**src/rtl/recip_div_arbiter_if.sv**
```systemverilog
// Signal bundle between the triangle-setup requesters, the arbiter and the shared reciprocal divider.
interface recip_div_arbiter_if #(
   parameter int N_REQ   = 4,
   parameter int MAX_OUT = 8
);
   localparam int OW = $clog2(MAX_OUT) + 1;

   logic [N_REQ-1:0]    req_valid;
   logic [N_REQ-1:0]    req_ready;
   logic [N_REQ*64-1:0] req_divisor;
   logic [N_REQ-1:0]    rsp_valid;
   logic [16:0]         rsp_recip;
   logic                rsp_dbz;
   logic                div_s_valid;
   logic                div_s_ready;
   logic [63:0]         div_divisor;
   logic [63:0]         div_dividend;
   logic                div_m_valid;
   logic [87:0]         div_m_data;
   logic                div_dbz;
   logic [OW-1:0]       outstanding;
   logic                busy;
   logic                err_orphan;

   modport slave (
      input  req_valid, req_divisor, div_s_ready, div_m_valid, div_m_data, div_dbz,
      output req_ready, rsp_valid, rsp_recip, rsp_dbz, div_s_valid, div_divisor,
             div_dividend, outstanding, busy, err_orphan
   );

   modport master (
      output req_valid, req_divisor, div_s_ready, div_m_valid, div_m_data, div_dbz,
      input  req_ready, rsp_valid, rsp_recip, rsp_dbz, div_s_valid, div_divisor,
             div_dividend, outstanding, busy, err_orphan
   );
endinterface

```
**src/rtl/recip_div_arbiter.sv**
```systemverilog
// Round-robin sharing of one reciprocal divider between N_REQ setup units; an in-order
// tag FIFO routes each divider result back to the requester that issued it.
module recip_div_arbiter #(
   parameter int          N_REQ    = 4,
   parameter int          MAX_OUT  = 8,
   parameter logic [63:0] DIVIDEND = 64'd65536
) (
   input  logic              clk,
   input  logic              rst_n,
   recip_div_arbiter_if.slave bus
);
   localparam int TW = $clog2(N_REQ);
   localparam int PW = $clog2(MAX_OUT);
   localparam int OW = PW + 1;
   localparam logic [TW:0]   C_NREQ = (TW+1)'(N_REQ);
   localparam logic [TW-1:0] C_LAST = TW'(N_REQ - 1);
   localparam logic [OW-1:0] C_MAX  = OW'(MAX_OUT);

   logic [TW-1:0]    r_rr_ptr;
   logic [TW-1:0]    r_tag_mem [MAX_OUT];
   logic [PW-1:0]    r_wr_ptr;
   logic [PW-1:0]    r_rd_ptr;
   logic [OW-1:0]    r_outstanding;
   logic [N_REQ-1:0] r_rsp_valid;
   logic [16:0]      r_rsp_recip;
   logic             r_rsp_dbz;
   logic             r_err_orphan;

   logic [2*N_REQ-1:0] w_dbl;
   logic [2*N_REQ-1:0] w_dbl_sh;
   logic [N_REQ-1:0]   w_rot;
   logic [TW-1:0]      w_off;
   logic [TW:0]        w_sum;
   logic [TW-1:0]      w_grant;
   logic [TW-1:0]      w_pop_tag;
   logic [N_REQ-1:0]   w_tag_oh;
   logic [63:0]        w_div_arr [N_REQ];
   logic               w_any;
   logic               w_empty;
   logic               w_space;
   logic               w_s_valid;
   logic               w_push;
   logic               w_pop;
   logic               w_bypass;
   logic               w_fifo_wr;
   logic               w_fifo_rd;
   logic               w_unused;

   // Rotate the request vector so bit 0 is the requester at rr_ptr, then pick the lowest set bit.
   assign w_dbl    = {bus.req_valid, bus.req_valid};
   assign w_dbl_sh = w_dbl >> r_rr_ptr;
   assign w_rot    = w_dbl_sh[N_REQ-1:0];

   always_comb begin
      w_off = '0;
      for (int k = N_REQ - 1; k >= 0; k--) begin
         if (w_rot[k]) begin
            w_off = TW'(k);
         end
      end
   end

   assign w_sum   = {1'b0, r_rr_ptr} + {1'b0, w_off};
   assign w_grant = (w_sum >= C_NREQ) ? TW'(w_sum - C_NREQ) : TW'(w_sum);

   assign w_any   = |bus.req_valid;
   assign w_empty = (r_outstanding == '0);
   // A full FIFO still accepts when a result pops the head in the same cycle.
   assign w_space   = (r_outstanding < C_MAX) || (bus.div_m_valid && !w_empty);
   assign w_s_valid = rst_n && w_any && w_space;
   assign w_push    = w_s_valid && bus.div_s_ready;
   assign w_pop     = bus.div_m_valid && (!w_empty || w_push);
   assign w_bypass  = w_empty && w_push && w_pop;
   assign w_fifo_wr = w_push && !w_bypass;
   assign w_fifo_rd = w_pop && !w_bypass;
   assign w_pop_tag = w_empty ? w_grant : r_tag_mem[r_rd_ptr];

   generate
      for (genvar gi = 0; gi < N_REQ; gi++) begin : g_req
         assign w_div_arr[gi]     = bus.req_divisor[gi*64 +: 64];
         assign bus.req_ready[gi] = w_push && (w_grant == TW'(gi));
         assign w_tag_oh[gi]      = (w_pop_tag == TW'(gi));
      end
   endgenerate

   assign bus.div_s_valid  = w_s_valid;
   assign bus.div_divisor  = w_any ? w_div_arr[w_grant] : 64'd0;
   assign bus.div_dividend = DIVIDEND;
   assign bus.outstanding  = r_outstanding;
   assign bus.busy         = !w_empty || w_any;
   assign bus.rsp_valid    = r_rsp_valid;
   assign bus.rsp_recip    = r_rsp_recip;
   assign bus.rsp_dbz      = r_rsp_dbz;
   assign bus.err_orphan   = r_err_orphan;

   assign w_unused = ^bus.div_m_data[87:16];

   always_ff @(posedge clk) begin
      if (w_fifo_wr) begin
         r_tag_mem[r_wr_ptr] <= w_grant;
      end
   end

   always_ff @(posedge clk or negedge rst_n) begin
      if (!rst_n) begin
         r_rr_ptr      <= '0;
         r_wr_ptr      <= '0;
         r_rd_ptr      <= '0;
         r_outstanding <= '0;
         r_rsp_valid   <= '0;
         r_rsp_recip   <= '0;
         r_rsp_dbz     <= 1'b0;
         r_err_orphan  <= 1'b0;
      end else begin
         if (w_push) begin
            r_rr_ptr <= (w_grant == C_LAST) ? '0 : w_grant + TW'(1);
         end
         if (w_fifo_wr) begin
            r_wr_ptr <= r_wr_ptr + PW'(1);
         end
         if (w_fifo_rd) begin
            r_rd_ptr <= r_rd_ptr + PW'(1);
         end
         case ({w_fifo_wr, w_fifo_rd})
            2'b10:   r_outstanding <= r_outstanding + OW'(1);
            2'b01:   r_outstanding <= r_outstanding - OW'(1);
            default: r_outstanding <= r_outstanding;
         endcase
         r_rsp_valid <= '0;
         if (w_pop) begin
            r_rsp_valid <= w_tag_oh;
            r_rsp_recip <= {bus.div_m_data[15:0], 1'b0};
            r_rsp_dbz   <= bus.div_dbz;
         end
         if (bus.div_m_valid && !w_pop) begin
            r_err_orphan <= 1'b1;
         end
      end
   end
endmodule

```
**src/flat_wrapper.sv**
```systemverilog
// flat-port wrapper written by rule: the top's interface ports become plain ports
module recip_div_arbiter_flat 
#(
   parameter int          N_REQ    = 4,
   parameter int          MAX_OUT  = 8,
   parameter logic [63:0] DIVIDEND = 64'd65536
)
  (clk, rst_n, bus_req_valid, bus_req_divisor, bus_div_s_ready, bus_div_m_valid, bus_div_m_data, bus_div_dbz, bus_req_ready, bus_rsp_valid, bus_rsp_recip, bus_rsp_dbz, bus_div_s_valid, bus_div_divisor, bus_div_dividend, bus_outstanding, bus_busy, bus_err_orphan);
  recip_div_arbiter_if #(.N_REQ(N_REQ), .MAX_OUT(MAX_OUT)) bus_i ();
  input  logic clk;
  input  logic rst_n;
  input wire logic [$bits(bus_i.req_valid)-1:0] bus_req_valid;
  input wire logic [$bits(bus_i.req_divisor)-1:0] bus_req_divisor;
  input wire logic [$bits(bus_i.div_s_ready)-1:0] bus_div_s_ready;
  input wire logic [$bits(bus_i.div_m_valid)-1:0] bus_div_m_valid;
  input wire logic [$bits(bus_i.div_m_data)-1:0] bus_div_m_data;
  input wire logic [$bits(bus_i.div_dbz)-1:0] bus_div_dbz;
  output wire logic [$bits(bus_i.req_ready)-1:0] bus_req_ready;
  output wire logic [$bits(bus_i.rsp_valid)-1:0] bus_rsp_valid;
  output wire logic [$bits(bus_i.rsp_recip)-1:0] bus_rsp_recip;
  output wire logic [$bits(bus_i.rsp_dbz)-1:0] bus_rsp_dbz;
  output wire logic [$bits(bus_i.div_s_valid)-1:0] bus_div_s_valid;
  output wire logic [$bits(bus_i.div_divisor)-1:0] bus_div_divisor;
  output wire logic [$bits(bus_i.div_dividend)-1:0] bus_div_dividend;
  output wire logic [$bits(bus_i.outstanding)-1:0] bus_outstanding;
  output wire logic [$bits(bus_i.busy)-1:0] bus_busy;
  output wire logic [$bits(bus_i.err_orphan)-1:0] bus_err_orphan;
  assign bus_i.req_valid = bus_req_valid;
  assign bus_i.req_divisor = bus_req_divisor;
  assign bus_i.div_s_ready = bus_div_s_ready;
  assign bus_i.div_m_valid = bus_div_m_valid;
  assign bus_i.div_m_data = bus_div_m_data;
  assign bus_i.div_dbz = bus_div_dbz;
  assign bus_req_ready = bus_i.req_ready;
  assign bus_rsp_valid = bus_i.rsp_valid;
  assign bus_rsp_recip = bus_i.rsp_recip;
  assign bus_rsp_dbz = bus_i.rsp_dbz;
  assign bus_div_s_valid = bus_i.div_s_valid;
  assign bus_div_divisor = bus_i.div_divisor;
  assign bus_div_dividend = bus_i.div_dividend;
  assign bus_outstanding = bus_i.outstanding;
  assign bus_busy = bus_i.busy;
  assign bus_err_orphan = bus_i.err_orphan;
  recip_div_arbiter #(.N_REQ(N_REQ), .MAX_OUT(MAX_OUT), .DIVIDEND(DIVIDEND)) u_core (.clk(clk), .rst_n(rst_n), .bus(bus_i));
endmodule
```
**config.mk**
```make
export PLATFORM = sky130hd
export DESIGN_NAME = recip_div_arbiter_flat
export DESIGN_NICKNAME = d
export VERILOG_FILES = /design/src/rtl/recip_div_arbiter_if.sv /design/src/rtl/recip_div_arbiter.sv /design/src/flat_wrapper.sv
export SDC_FILE = /design/constraint.sdc
export NUM_CORES = 1
export LEC_CHECK = 0
export ABC_AREA = 1
export CAP_MARGIN = 10
export CELL_PAD_IN_SITES_DETAIL_PLACEMENT = 1
export CELL_PAD_IN_SITES_GLOBAL_PLACEMENT = 1
export CORE_AREA = 4 4 196 198
export CTS_CLUSTER_DIAMETER = 50
export DETAILED_ROUTE_END_ITERATION = 7
export DIE_AREA = 0 0 200 202
export GPL_TIMING_DRIVEN = 0
export PLACE_DENSITY = 0.69
export SYNTH_ARGS = -nofsm -noshare
export SYNTH_HDL_FRONTEND = slang
export SYNTH_SLANG_ARGS = --single-unit
```
**constraint.sdc**
```tcl
create_clock -name clk -period 12.68 [get_ports clk]
set_input_delay 3.804 -clock clk [delete_from_list [all_inputs] [get_ports clk]]
set_output_delay 3.804 -clock clk [all_outputs]
set_load 0.02 [all_outputs]
```
# After elaboration in Yosys (flattened, before gate mapping)
# Memory sizes are Yosys's and may differ from the RTL's.
# Index checks and enable logic that the tools add are counted.
[op_classes]
add_sub_neg = 7
magnitude_cmp = 3
eq_ne = 8
shift = 1
muxes = 15
n_bitwise = 1
reduce_logical = 25
[op_table]
columns = ["op", "n"]
rows = [
  ["64-bit 2-to-1 mux", 3],
  ["64-bit binary-select mux with 2-bit select", 1],
  ["1-bit logical AND", 14],
  ["2-bit 2-to-1 mux", 7],
  ["2-bit equality test, second input constant", 5],
  ["4-bit case mux with 2 select lines", 1],
  ["8-bit by 2-bit >> shifter with 4-bit output", 1],
  ["3-bit by 1-bit adder with 3-bit output, second input constant", 2],
  ["2-bit by 1-bit equality test with 1-bit output, second input constant", 3],
  ["3-bit greater-or-equal comparator, second input constant", 2],
  ["4-bit by 1-bit adder with 4-bit output, second input constant", 1],
  ["2-bit logical NOT", 2],
  ["4-bit logical NOT", 1],
  ["4-bit < comparator, second input constant", 1],
  ["4-bit 2-to-1 mux", 1],
  ["4-bit OR reduction", 1],
  ["4-bit by 1-bit subtractor with 4-bit output, second input constant", 1],
  ["2-bit by 2-bit adder with 3-bit output", 1],
  ["1-bit logical NOT", 3],
  ["1-bit logical OR", 3],
  ["2-bit NOT with 3-bit output", 1],
  ["2-bit by 1-bit adder with 2-bit output, second input constant", 1],
  ["1-bit 2-to-1 mux", 2],
  ["2-bit nonzero test", 1],
  ["2-bit by 1-bit subtractor with 2-bit output, second input constant", 1],
]
[word_totals]
regBits = 34
ramBits = 16
in_bits = 353
elab_cells = 69
memories = 1
[memory_table]
columns = ["memory", "words", "width", "read_ports", "rd_ports_with_merged_regs", "write_ports", "line", "text"]
rows = [
  ["u_core.r_tag_mem", 8, 2, 1, 0, 1, "recip_div_arbiter.sv:20", "logic [TW-1:0] r_tag_mem [MAX_OUT];"],
]

# Depth between registers and ports, before layout
# Gate-level depths: netlist of the first run.
[logic_depth]
ltp_word = 13
depth_mapped = 17
mapped_depth_nobuf = 15

# Least setup slack after synthesis of the first run
# OpenSTA, ideal clock, no wires.
[synth_timing]
path_type = "in2out"
start = "input port bus_req_valid[1]"
end = "output port bus_div_divisor[15]"
t_arrival_ns = 5.789
required_time_ns = 8.876
path_slack_ns = 3.087
path_stages = 14
path_buffers = 3
path_cell_list = "nand2_1 nand3_1 nand2_1 nand3_1 a21boi_0 ha_1 buf_2 inv_1 clkbuf_1 buf_1 nand2_1 nand2_1 a21oi_1 nor2_1"
[synth_between]
elab_chain_cells = 13
elab_cells_between_ends = 15
cone_classes = "2 x add/sub; 1 x order compare; 1 x shift; 9 x mux; 1 x bitwise; 1 x reduce/logical"
[synth_rtl]
columns = ["element", "line", "text"]
rows = [
  ["start: declaration", "flat_wrapper.sv:12", "input wire logic [$bits(bus_i.req_valid)-1:0] bus_req_valid;"],
  ["8-bit by 2-bit >> shifter with 4-bit output *", "recip_div_arbiter.sv:51", "assign w_dbl_sh = w_dbl >> r_rr_ptr;"],
  ["2-bit 2-to-1 mux (3 in series)", "recip_div_arbiter.sv:57", "if (w_rot[k]) begin"],
  ["2-bit 2-to-1 mux *", "recip_div_arbiter.sv:57", ""],
  ["2-bit by 2-bit adder with 3-bit output *", "recip_div_arbiter.sv:63", "assign w_sum = {1'b0, r_rr_ptr} + {1'b0, w_off};"],
  ["3-bit greater-or-equal comparator or 2-bit by 1-bit subtractor with 2-bit output (tied branches)", "recip_div_arbiter.sv:64", "assign w_grant = (w_sum >= C_NREQ) ? TW'(w_sum - C_NREQ) : TW'(w_sum);"],
  ["2-bit 2-to-1 mux *", "recip_div_arbiter.sv:64", ""],
  ["net u_core.w_grant[0]", "recip_div_arbiter.sv:34", "logic [TW-1:0] w_grant;"],
  ["2-bit NOT with 3-bit output (not written as such) *", "recip_div_arbiter.sv:87", "assign bus.div_divisor = w_any ? w_div_arr[w_grant] : 64'd0;"],
  ["64-bit binary-select mux with 2-bit select *", "recip_div_arbiter.sv:87", ""],
  ["64-bit 2-to-1 mux (not written as such) * (2 in series)", "recip_div_arbiter.sv:87", ""],
  ["64-bit 2-to-1 mux *", "recip_div_arbiter.sv:87", ""],
  ["end: declaration", "flat_wrapper.sv:23", "output wire logic [$bits(bus_i.div_divisor)-1:0] bus_div_divisor;"],
]
# Mark *: on every way through the listed nets, which the timed path passes. The rest lies on a longest branch. The select of a mux whose other input is x is not followed.

# Final worst setup path of the first run
[layout_timing]
start = "input port bus_req_valid[3]"
end = "output port bus_div_divisor[59]"
# The elaborated chain is that of the path after synthesis.

==> out/qor.yml, run 1 <==
drive_above_1_share_pct: 8.84
comb_power_share_pct: 89.5
worstPathMaxFanout: 11
synthCells: 911
grt_first_pass_wirelength_microns: 45400
hpwl_microns: 26700
crit_chain: "clkdlybuf4s50_1, nand2_1, nand3_1, nand2_1, a21boi_0, ha_1, buf_2, buf_2, clkbuf_1, mux2i_1, nand3_1, nand2_1, nor2_1, clkdlybuf4s50_1"
via_per_inst: 3.96
clock_sinks: 50
arrival_ps: 7910
cp.required_ps: 8880
worst_slack_ps: 966
synth_top_area_share_pct: 23.2
htreeDepth: 2
io_buffers: 376
fmax_mhz: 85.4
irDropWorstVdd_mv: 0.165
end_kind: "primary output"
power_frac_clock_pct: 3.6
outcome: "finished, final reports clean"
rsz0062_at_grt: "false"
setup.worst_path.class: "in -> out"
wl_met1_microns: 12300
ys_types: 30
nets: 1720
crit_top_cell: "nand2_1"
maxUsedRoutingLayer: "met5"
routed_wl_microns: 30900
post_cts_buffers: 0
crit_family: "buffers and inverters"
finalCriticalPeriod_ps: 11710
multi_input_area_sq_um: 3680
powerDensity_nw_per_um2: 370
switching_share_pct: 56.2
leakagePower_nw: 5.12
fp.dieArea_sq_um: 40400
tns_ps: 0
ctsHoldBuffers: 0
fill_cells: 4610
avgSynthCellArea_sq_um: 6.24
crit_path_top_delay_cell: "clkbuf_1"
firstDrtPassIters: 4
gp_congestion: 0.847
syn_area_sq_um: 5690
grt_pass1_vias: 7836
synthFlopType: "dfrtp_1"
drt-initial-drc-count: 215
setup_viol: 0
hold_viol: 0
rows: 70
cts.clk_slew.worst_paths_ps: 70
yosys.area.top_type: "nand2_1"
dp_cells: 1818
worstSetupStartpointType: "primary input"
ant_nets: 0
diodes: 0
grt_usage_pct: 14.3
cpPeakStageDelay_ps: 810
synth_async_sr_flop_share_pct: 68.0
switchingPower_w: 0.00217
insertion_delay_ps: 300
seq_power_share_pct: 6.9
clockBufferDepth: 2
vias: 7235
min_path_type: "reg -> reg"
ioPinCount: 514
cts_tree: "done"
cts-root-buf: "clkbuf_16"
met2_length_microns: 15900
post-route-drc-count: 0
grt-ovfl-total: 0
ys_ff_latch: 50
final_cells: 1826
tightest_slew_ps: 1050
postCtsResizedCells: 0
ys_warn_count: 0
maxCapViolCount: 0
die_x_microns: 200
dp_slack_ps: 827
fin_worst_skew_ps: 7.22
path_buf_inv: 5
seqCellArea_sq_um: 1330
initial_core_util_pct: 15.6
synth-edff-count: 16
cts_made_buffers: 5
maxSlewViolCount: 0
synth_area_leaders: "nand2_1 (23%), dfrtp_1 (15%), mux2i_1 (11%), buf_4 (10%), edfxtp_1 (8.5%)"
synth.top_cells.by_count: "nand2_1 (351), nor2_1 (97), nand3_1 (81), buf_4 (76), a21oi_1 (72)"
seq_area_frac_synth_pct: 23.4
min_period_over_period_pct: 92.4
grt_start_max_net_pins: 36
final_util_pct: 28.5
synth.most_common_cell: "nand2_1"
die_h_microns: 202
wl_met3_microns: 2080
core_sq_um: 36500
wl_per_cell_microns: 16.9
grt_antenna_before_repair: 2
intPower_w: 0.00169
max_slew_margin_pct: 30.1
area_delta_synth_final_pct: 83.3
==> metal layers <==
metal | vias to the layer above | track usage [%]
li1 | 3680 | -
met1 | 3283 | 16.7
met2 | 243 | 26.7
met3 | 27 | 3.13
met4 | 2 | 2.60
met5 | - | 0
==> metrics by stage <==
step	instance area (sq um)	power, W	hold WS, ps
floorplan	5920	0.00228	492
global placement	10300	0.00375	463
detailed placement	10300	0.00378	470
CTS	10400	0.00394	490
global route	10400	0.00422	512
finish	10400	0.00386	484
==> flip-flops by register name, indices dropped and copies added, names as in the netlist <==
register	cells
u_core.bus.rsp_recip	16
u_core.r_tag_mem	16
u_core.bus.outstanding	4
u_core.bus.rsp_valid	4
u_core.r_rd_ptr	3
u_core.r_wr_ptr	3
u_core.r_rr_ptr	2
u_core.bus.err_orphan	1
u_core.bus.rsp_dbz	1
==> worst min-delay path, cell delays in order (launching register included) <==
cell and delay, ps:
dfrtp_1 340, nand2_1 50, nand2_1 60
==> power by group through the flow <==
stage | logic [W] | registers [W] | clock network [W]
finish | 0.00345 | 0.000265 | 0.000140
global route | 0.00380 | 0.000271 | 0.000152
CTS | 0.00353 | 0.000266 | 0.000146
detailed placement | 0.00351 | 0.000268 | 0
global placement | 0.00349 | 0.000266 | 0
floorplan | 0.00199 | 0.000289 | 0
==> placed cells by master (no fill, tap or decap), types with 2 or more instances in the layout <==
cell / n
xor2_1: 5
buf_6: 4
inv_1: 21
o21ai_0: 13
nand2_2: 2
nand3_1: 81
conb_1: 65
clkdlybuf4s50_1: 375
mux2i_1: 64
nand3_2: 2
clkbuf_1: 20
clkbuf_16: 5
dfrtp_1: 34
xnor2_1: 3
clkinv_4: 2
a21oi_1: 72
buf_4: 76
edfxtp_1: 16
ha_1: 10
buf_1: 4
buf_2: 22
nor2_1: 97
nand2_1: 351
inv_2: 4
==> area by class of cell <==
cell class	instances	area share, %
repair buffers	376	36.1
multi-input cells	773	35.3
flip-flops and latches	50	12.8
plain buffers	125	7.78
well taps	468	5.62
clock buffers	5	1.20
inverters	26	0.937
clock inverters	3	0.276
==> final timing paths <==
kind                                                      from                              endpoint  slack, ps  depth (start not counted)
max reg2reg                     u_core.r_rr_ptr[0]$_DFFE_PN0P_     u_core.bus.rsp_valid[1]$_DFF_PN0_       9370                         14
min                        u_core.bus.rsp_recip[1]$_DFFE_PN0P_   u_core.bus.rsp_recip[1]$_DFFE_PN0P_        480                          2
max in group asynchronous                                rst_n  u_core.bus.rsp_recip[13]$_DFFE_PN0P_       8550                          1
min in group asynchronous                                rst_n     u_core.bus.rsp_valid[0]$_DFF_PN0_       3600                          1
min reg2reg                u_core.bus.rsp_recip[1]$_DFFE_PN0P_   u_core.bus.rsp_recip[1]$_DFFE_PN0P_        480                          2
max                                           bus_req_valid[3]                   bus_div_divisor[59]        970                         14
==> cells by family after synthesis <==
group,count (synthesis),share of synthesized area (%)
DFF,50,23.4
xor gates and xnor gates,8,1.23
and+or+nand+nor,538,37.9
other,2,0.132
adders and majority gates,10,2.20
AOI/OAI and AO/OA,88,7.88
muxes,64,11.3
buffers and inverters,151,16.0
(Power assumes the default switching activity.)
==> inputs of run 2 (changes only) <==
--- a/config.mk
+++ b/config.mk
@@ -9,10 +9,10 @@
 export CAP_MARGIN = 10
 export CELL_PAD_IN_SITES_DETAIL_PLACEMENT = 1
 export CELL_PAD_IN_SITES_GLOBAL_PLACEMENT = 1
-export CORE_AREA = 4 4 196 198
+export CORE_AREA = 5 5 197 199
 export CTS_CLUSTER_DIAMETER = 50
 export DETAILED_ROUTE_END_ITERATION = 7
-export DIE_AREA = 0 0 200 202
+export DIE_AREA = 0 0 202 204
 export GPL_TIMING_DRIVEN = 0
 export PLACE_DENSITY = 0.69
 export SYNTH_ARGS = -nofsm -noshare
==> constraint.sdc (replaced) <==
create_clock -name clk -period 12.68 [get_ports clk]
set_input_delay 2.536 -clock clk [delete_from_list [all_inputs] [get_ports clk]]
set_output_delay 2.536 -clock clk [all_outputs]
set_load 0.02 [all_outputs]
==> run 2 against run 1 <==
Register-to-register slack got worse by 30 ps. Non-clock buffer count unchanged. Sequential share of layout area about the same. Clock skew decreased by 2.3 ps. Critical endpoint is now bus_div_divisor[61]. Global-route usage decreased by 0.43 points. Largest power group unchanged. Routed wire length decreased by 1.1%. Cell count increased by 0.33%.
==> out/qor.yml, run 2 (same netlist as run 1, synthesis figures left out) <==
wl_per_cell_microns: 16.7
tns_ps: 0
cp.required_ps: 10140
crit_chain: "clkdlybuf4s50_1, nand2_1, nand3_1, nand2_1, nand3_1, a21boi_0, ha_1, buf_2, buf_2, clkbuf_1, mux2i_1, nand3_1, nand2_1, nor2_1, clkdlybuf4s50_1"
area_delta_synth_final_pct: 83.7
vias: 7324
grt_start_max_net_pins: 36
hold-worst-slack_ps: 480
ant_nets: 0
r2r_cells: 14
grt_first_pass_wirelength_microns: 45200
via_per_inst: 4.00
hold_viol: 0
rsz0062_at_grt: "false"
min_path_type: "reg -> reg"
clock_sinks: 50
initial_core_util_pct: 15.3
cts.clk_slew.worst_paths_ps: 70
final_util_pct: 28.2
final_cell_mix: "clkdlybuf4s50_1 (375), nand2_1 (351), nor2_1 (97)"
final_common_cell: "clkdlybuf4s50_1"
post_cts_buffers: 0
min_period_over_period_pct: 72.0
insertion_delay_ps: 290
hold_path_depth: 1
die_h_microns: 204
grt_antenna_before_repair: 0
cts-root-buf: "clkbuf_16"
core_sq_um: 37000
firstDrtPassIters: 4
grt_pass1_vias: 7993
cpPeakStageDelay_ps: 770
ctsHoldBuffers: 0
irDropWorstVdd_mv: 0.162
outcome: "finished, final reports clean"
arrival_ps: 6600
finalCriticalPeriod_ps: 9130
r2r-start: "u_core.r_rr_ptr[0]$_DFFE_PN0P_"
max_slew_margin_pct: 34.6
hold_start: "u_core.bus.err_orphan$_DFFE_PN0P_"
cts_tree: "done"
fmax_mhz: 109
routed_wl_microns: 30600
worstPathMaxFanout: 11
drt-initial-drc-count: 271
rows: 71
io_buffers: 376
final_cell_area_sq_um: 10400
hpwl_microns: 26600
diodes: 0
worstReg2RegEnd: "u_core.bus.rsp_valid[1]$_DFF_PN0_"
die_x_microns: 202
ioPinCount: 514
fill_cells: 4620
powerDensity_nw_per_um2: 371
placed_area_sq_um: 10300
grt-ovfl-total: 0
tightest_slew_ps: 982
maxCapViolCount: 0
postCtsResizedCells: 0
maxSlewViolCount: 0
end_kind: "primary output"
gp_congestion: 0.824
crit_family: "buffers and inverters"
setup_viol: 0
htreeDepth: 2
leakagePower_nw: 5.12
path_buf_inv: 5
ff2ff_setup_slack_ps: 9340
fp.dieArea_sq_um: 41200
grt_usage_pct: 13.9
nets: 1720
hold_end: "u_core.bus.err_orphan$_DFFE_PN0P_"
worstSetupStartpointType: "primary input"
post-route-drc-count: 0
multi_input_area_sq_um: 3680
fin_worst_skew_ps: 4.90
crit_path_top_delay_cell: "clkbuf_1"
seqCellArea_sq_um: 1330
clockBufferDepth: 2
cts_made_buffers: 5
drive_above_1_share_pct: 8.84
setup.worst_path.class: "in -> out"
## run 2: worst max path at each step
stage | depth (start not counted) | slack [ps] | endpoint | start
2_1_floorplan | 14 | 5620 | bus_div_divisor[15] | bus_req_valid[1]
3_3_place_gp | 15 | 3460 | bus_div_divisor[58] | bus_req_valid[1]
3_5_place_dp | 15 | 3410 | bus_div_divisor[58] | bus_req_valid[1]
4_1_cts | 15 | 3400 | bus_div_divisor[58] | bus_req_valid[3]
5_1_grt | 15 | 3160 | bus_div_divisor[58] | bus_req_valid[3]
6_report | 15 | 3550 | bus_div_divisor[61] | bus_req_valid[1]
## run 2: final cells by class
type / count / share of cell area, %
clock inverters: 3 / 0.419
repair buffers: 376 / 36.0
clock buffers: 5 / 1.20
plain buffers: 125 / 7.76
multi-input cells: 773 / 35.3
well taps: 474 / 5.68
inverters: 26 / 0.935
flip-flops and latches: 50 / 12.7
## run 2: metrics by stage
step                      power (W)  cells  setup slack [ps]
after global placement      0.00374   1824              3460
after detailed placement    0.00377   1824              3410
after global routing        0.00421   1832              3160
after CTS                   0.00395   1832              3400
after floorplan             0.00228    974              5620
final                       0.00387   1832              3550
## run 2: metal layers
| metal | routed length [microns] | vias up | global-route usage [%] |
|---|---|---|---|
| li1 | - | 3682 | - |
| met1 | 12500 | 3373 | 16.4 |
| met2 | 15700 | 241 | 25.7 |
| met3 | 1770 | 28 | 3.13 |
| met4 | 573 | 0 | 2.95 |
| met5 | 0 | - | 0 |
## run 2: report_power, final
group | internal [W] | switching, W
Clock | 0.0000935 | 0.0000607
Sequential | 0.000231 | 0.0000348
Combinational | 0.00138 | 0.00207
## run 2: worst register-to-register path: stages, from the launching register on
cell,delay [ps]
dfrtp_1,460
inv_2,120
nand2_1,80
nand3_1,70
nand2_1,90
nand3_1,70
a21boi_0,80
ha_1,510
buf_2,220
buf_2,290
clkbuf_1,770
nand2_1,180
nand2_1,110
nand2_1,70
a21oi_1,140
==> inputs of run 3 (changes only) <==
--- a/config.mk
+++ b/config.mk
@@ -9,12 +9,12 @@
 export CAP_MARGIN = 10
 export CELL_PAD_IN_SITES_DETAIL_PLACEMENT = 1
 export CELL_PAD_IN_SITES_GLOBAL_PLACEMENT = 1
-export CORE_AREA = 5 5 197 199
+export CORE_AREA = 5 5 195 197
 export CTS_CLUSTER_DIAMETER = 50
 export DETAILED_ROUTE_END_ITERATION = 7
-export DIE_AREA = 0 0 202 204
+export DIE_AREA = 0 0 200 202
 export GPL_TIMING_DRIVEN = 0
-export PLACE_DENSITY = 0.69
+export PLACE_DENSITY = 0.73
 export SYNTH_ARGS = -nofsm -noshare
 export SYNTH_HDL_FRONTEND = slang
 export SYNTH_SLANG_ARGS = --single-unit
==> constraint.sdc (replaced) <==
create_clock -name clk -period 7.71 [get_ports clk]
set_input_delay 1.542 -clock clk [delete_from_list [all_inputs] [get_ports clk]]
set_output_delay 1.542 -clock clk [all_outputs]
set_load 0.02 [all_outputs]
==> run 3 against run 2 <==
Global-route usage is 0.81 points higher. Routed wire length is 2.5% higher. Via count is 0.79% higher. Sequential share of layout area hardly changed. Clock skew is 3.0 ps higher. Hold slack better by 0.56 ps. Clock power is 64% higher. Sequential cell count stayed put. Final area hardly changed. Setup slack worse by 3000 ps. Largest power group unchanged.
==> out/qor.yml, run 3 (same netlist as run 1, synthesis figures left out) <==
outcome: "finished, final reports clean"
powerDensity_nw_per_um2: 615
post-route-drc-count: 0
grt_pass1_vias: 8188
hold_start: "u_core.bus.rsp_recip[6]$_DFFE_PN0P_"
switchingPower_w: 0.00360
ctsHoldBuffers: 0
worstReg2RegEnd: "u_core.bus.rsp_valid[1]$_DFF_PN0_"
cts_tree: "done"
fp.dieArea_sq_um: 40400
cpPeakStageDelay_ps: 960
hpwl_microns: 26500
ioPinCount: 514
cts_made_buffers: 5
drive_above_1_share_pct: 8.84
comb_power_share_pct: 89.3
insertion_delay_ps: 290
worstSetupStartpointType: "primary input"
final_common_cell: "clkdlybuf4s50_1"
finalPower_w: 0.00641
finalCriticalPeriod_ps: 7120
die_h_microns: 202
seq_power_share_pct: 6.8
fmax_mhz: 141
setup.worst_path.class: "in -> out"
gp_congestion: 0.871
r2r_cells: 14
routed_wl_microns: 31300
hold_end: "u_core.bus.rsp_recip[6]$_DFFE_PN0P_"
wl_per_cell_microns: 17.2
min_path_type: "reg -> reg"
rows: 70
die_x_microns: 200
clockBufferDepth: 2
cts.clk_slew.worst_paths_ps: 60
power_frac_clock_pct: 3.9
dp_slack_ps: 505
hold_path_depth: 2
htreeDepth: 2
post_cts_buffers: 0
drt-initial-drc-count: 301
maxCapViolCount: 0
ff2ff_setup_slack_ps: 4220
grt_usage_pct: 14.7
tightest_slew_ps: 1250
nets: 1720
diodes: 0
clock_sinks: 50
arrival_ps: 5580
end_kind: "primary output"
core_sq_um: 36100
hold_viol: 0
intPower_w: 0.00281
maxSlewViolCount: 0
io_buffers: 376
area_delta_synth_final_pct: 83.5
grt_first_pass_wirelength_microns: 46900
via_per_inst: 4.04
final_cell_mix: "clkdlybuf4s50_1 (375), nand2_1 (351), nor2_1 (97)"
crit_family: "buffers and inverters"
tns_ps: 0
irDropWorstVdd_mv: 0.260
ant_nets: 0
setup_viol: 0
leakagePower_nw: 5.12
worst_slack_ps: 593
cp.required_ps: 6170
initial_core_util_pct: 15.8
rsz0062_at_grt: "false"
crit_chain: "clkdlybuf4s50_1, nand2_1, nand3_1, nand2_1, nand3_1, a21boi_0, ha_1, buf_2, buf_2, clkbuf_1, mux2i_1, nand3_1, nand2_1, nor2_1, clkdlybuf4s50_1"
switching_share_pct: 56.2
path_buf_inv: 5
min_period_over_period_pct: 92.3
worstPathMaxFanout: 11
crit_path_top_delay_cell: "clkbuf_1"
firstDrtPassIters: 4
vias: 7382
grt-ovfl-total: 0
max_slew_margin_pct: 16.4
grt_antenna_before_repair: 0
postCtsResizedCells: 0
r2r-start: "u_core.r_rr_ptr[0]$_DFFE_PN0P_"
cts-root-buf: "clkbuf_16"
fin_worst_skew_ps: 7.91
grt_start_max_net_pins: 36
run 3: routing by layer:
metal	part of all wire (%)	vias to the layer above	GRT usage (%)	routed length, microns
li1	-	3680	-	-
met1	39	3404	17.3	12200
met2	52	261	27.2	16300
met3	6.4	37	2.83	2000
met4	2.5	0	3.35	771
met5	0	-	0	0
run 3: final cells by class:
class | count | area [sq um]
fill | 4518 | 25600
timing repair buffer | 376 | 3760
multi-input combinational | 773 | 3680
sequential | 50 | 1330
buffer | 125 | 811
tap | 468 | 586
clock buffer | 5 | 125
inverter | 26 | 97.6
clock inverter | 3 | 43.8
run 3: stage by stage:
| stage | util, % | hold slack [ps] | instances | instance area, sq um |
|---|---|---|---|---|
| finish | 28.9 | 481 | 1826 | 10400 |
| global route | 28.9 | 512 | 1826 | 10400 |
| CTS | 28.9 | 487 | 1826 | 10400 |
| detailed placement | 28.5 | 469 | 1818 | 10300 |
| global placement | 28.5 | 463 | 1818 | 10300 |
| floorplan | - | 492 | 974 | 5920 |
run 3: worst max path at each step:
stage / endpoint / startpoint / cells past startpoint / slack, ps
finish: bus_div_divisor[61] / bus_req_valid[1] / 15 / 590
global route: bus_div_divisor[60] / bus_req_valid[1] / 15 / 260
CTS: bus_div_divisor[61] / bus_req_valid[1] / 15 / 490
detailed placement: bus_div_divisor[61] / bus_req_valid[1] / 15 / 510
global placement: bus_div_divisor[60] / bus_req_valid[1] / 15 / 550
floorplan: bus_div_divisor[15] / bus_req_valid[1] / 14 / 2640
run 3: power groups by stage:
stage / clock network (W) / logic [W] / registers (W)
after CTS: 0.000259 / 0.00583 / 0.000438
after global placement: 0 / 0.00574 / 0.000438
after global routing: 0.000270 / 0.00624 / 0.000448
final: 0.000252 / 0.00572 / 0.000437
after floorplan: 0 / 0.00328 / 0.000475
after detailed placement: 0 / 0.00581 / 0.000442
run 3: worst reg2reg max path: stages, from the launching register on:
cell and delay [ps]:
dfrtp_1 470, inv_2 130, nand2_1 70, nand3_1 70
nand2_1 80, nand3_1 70, a21boi_0 90, ha_1 500
buf_2 220, buf_2 260, clkbuf_1 960, nand2_1 190
nand2_1 120, nand2_1 70, a21oi_1 120
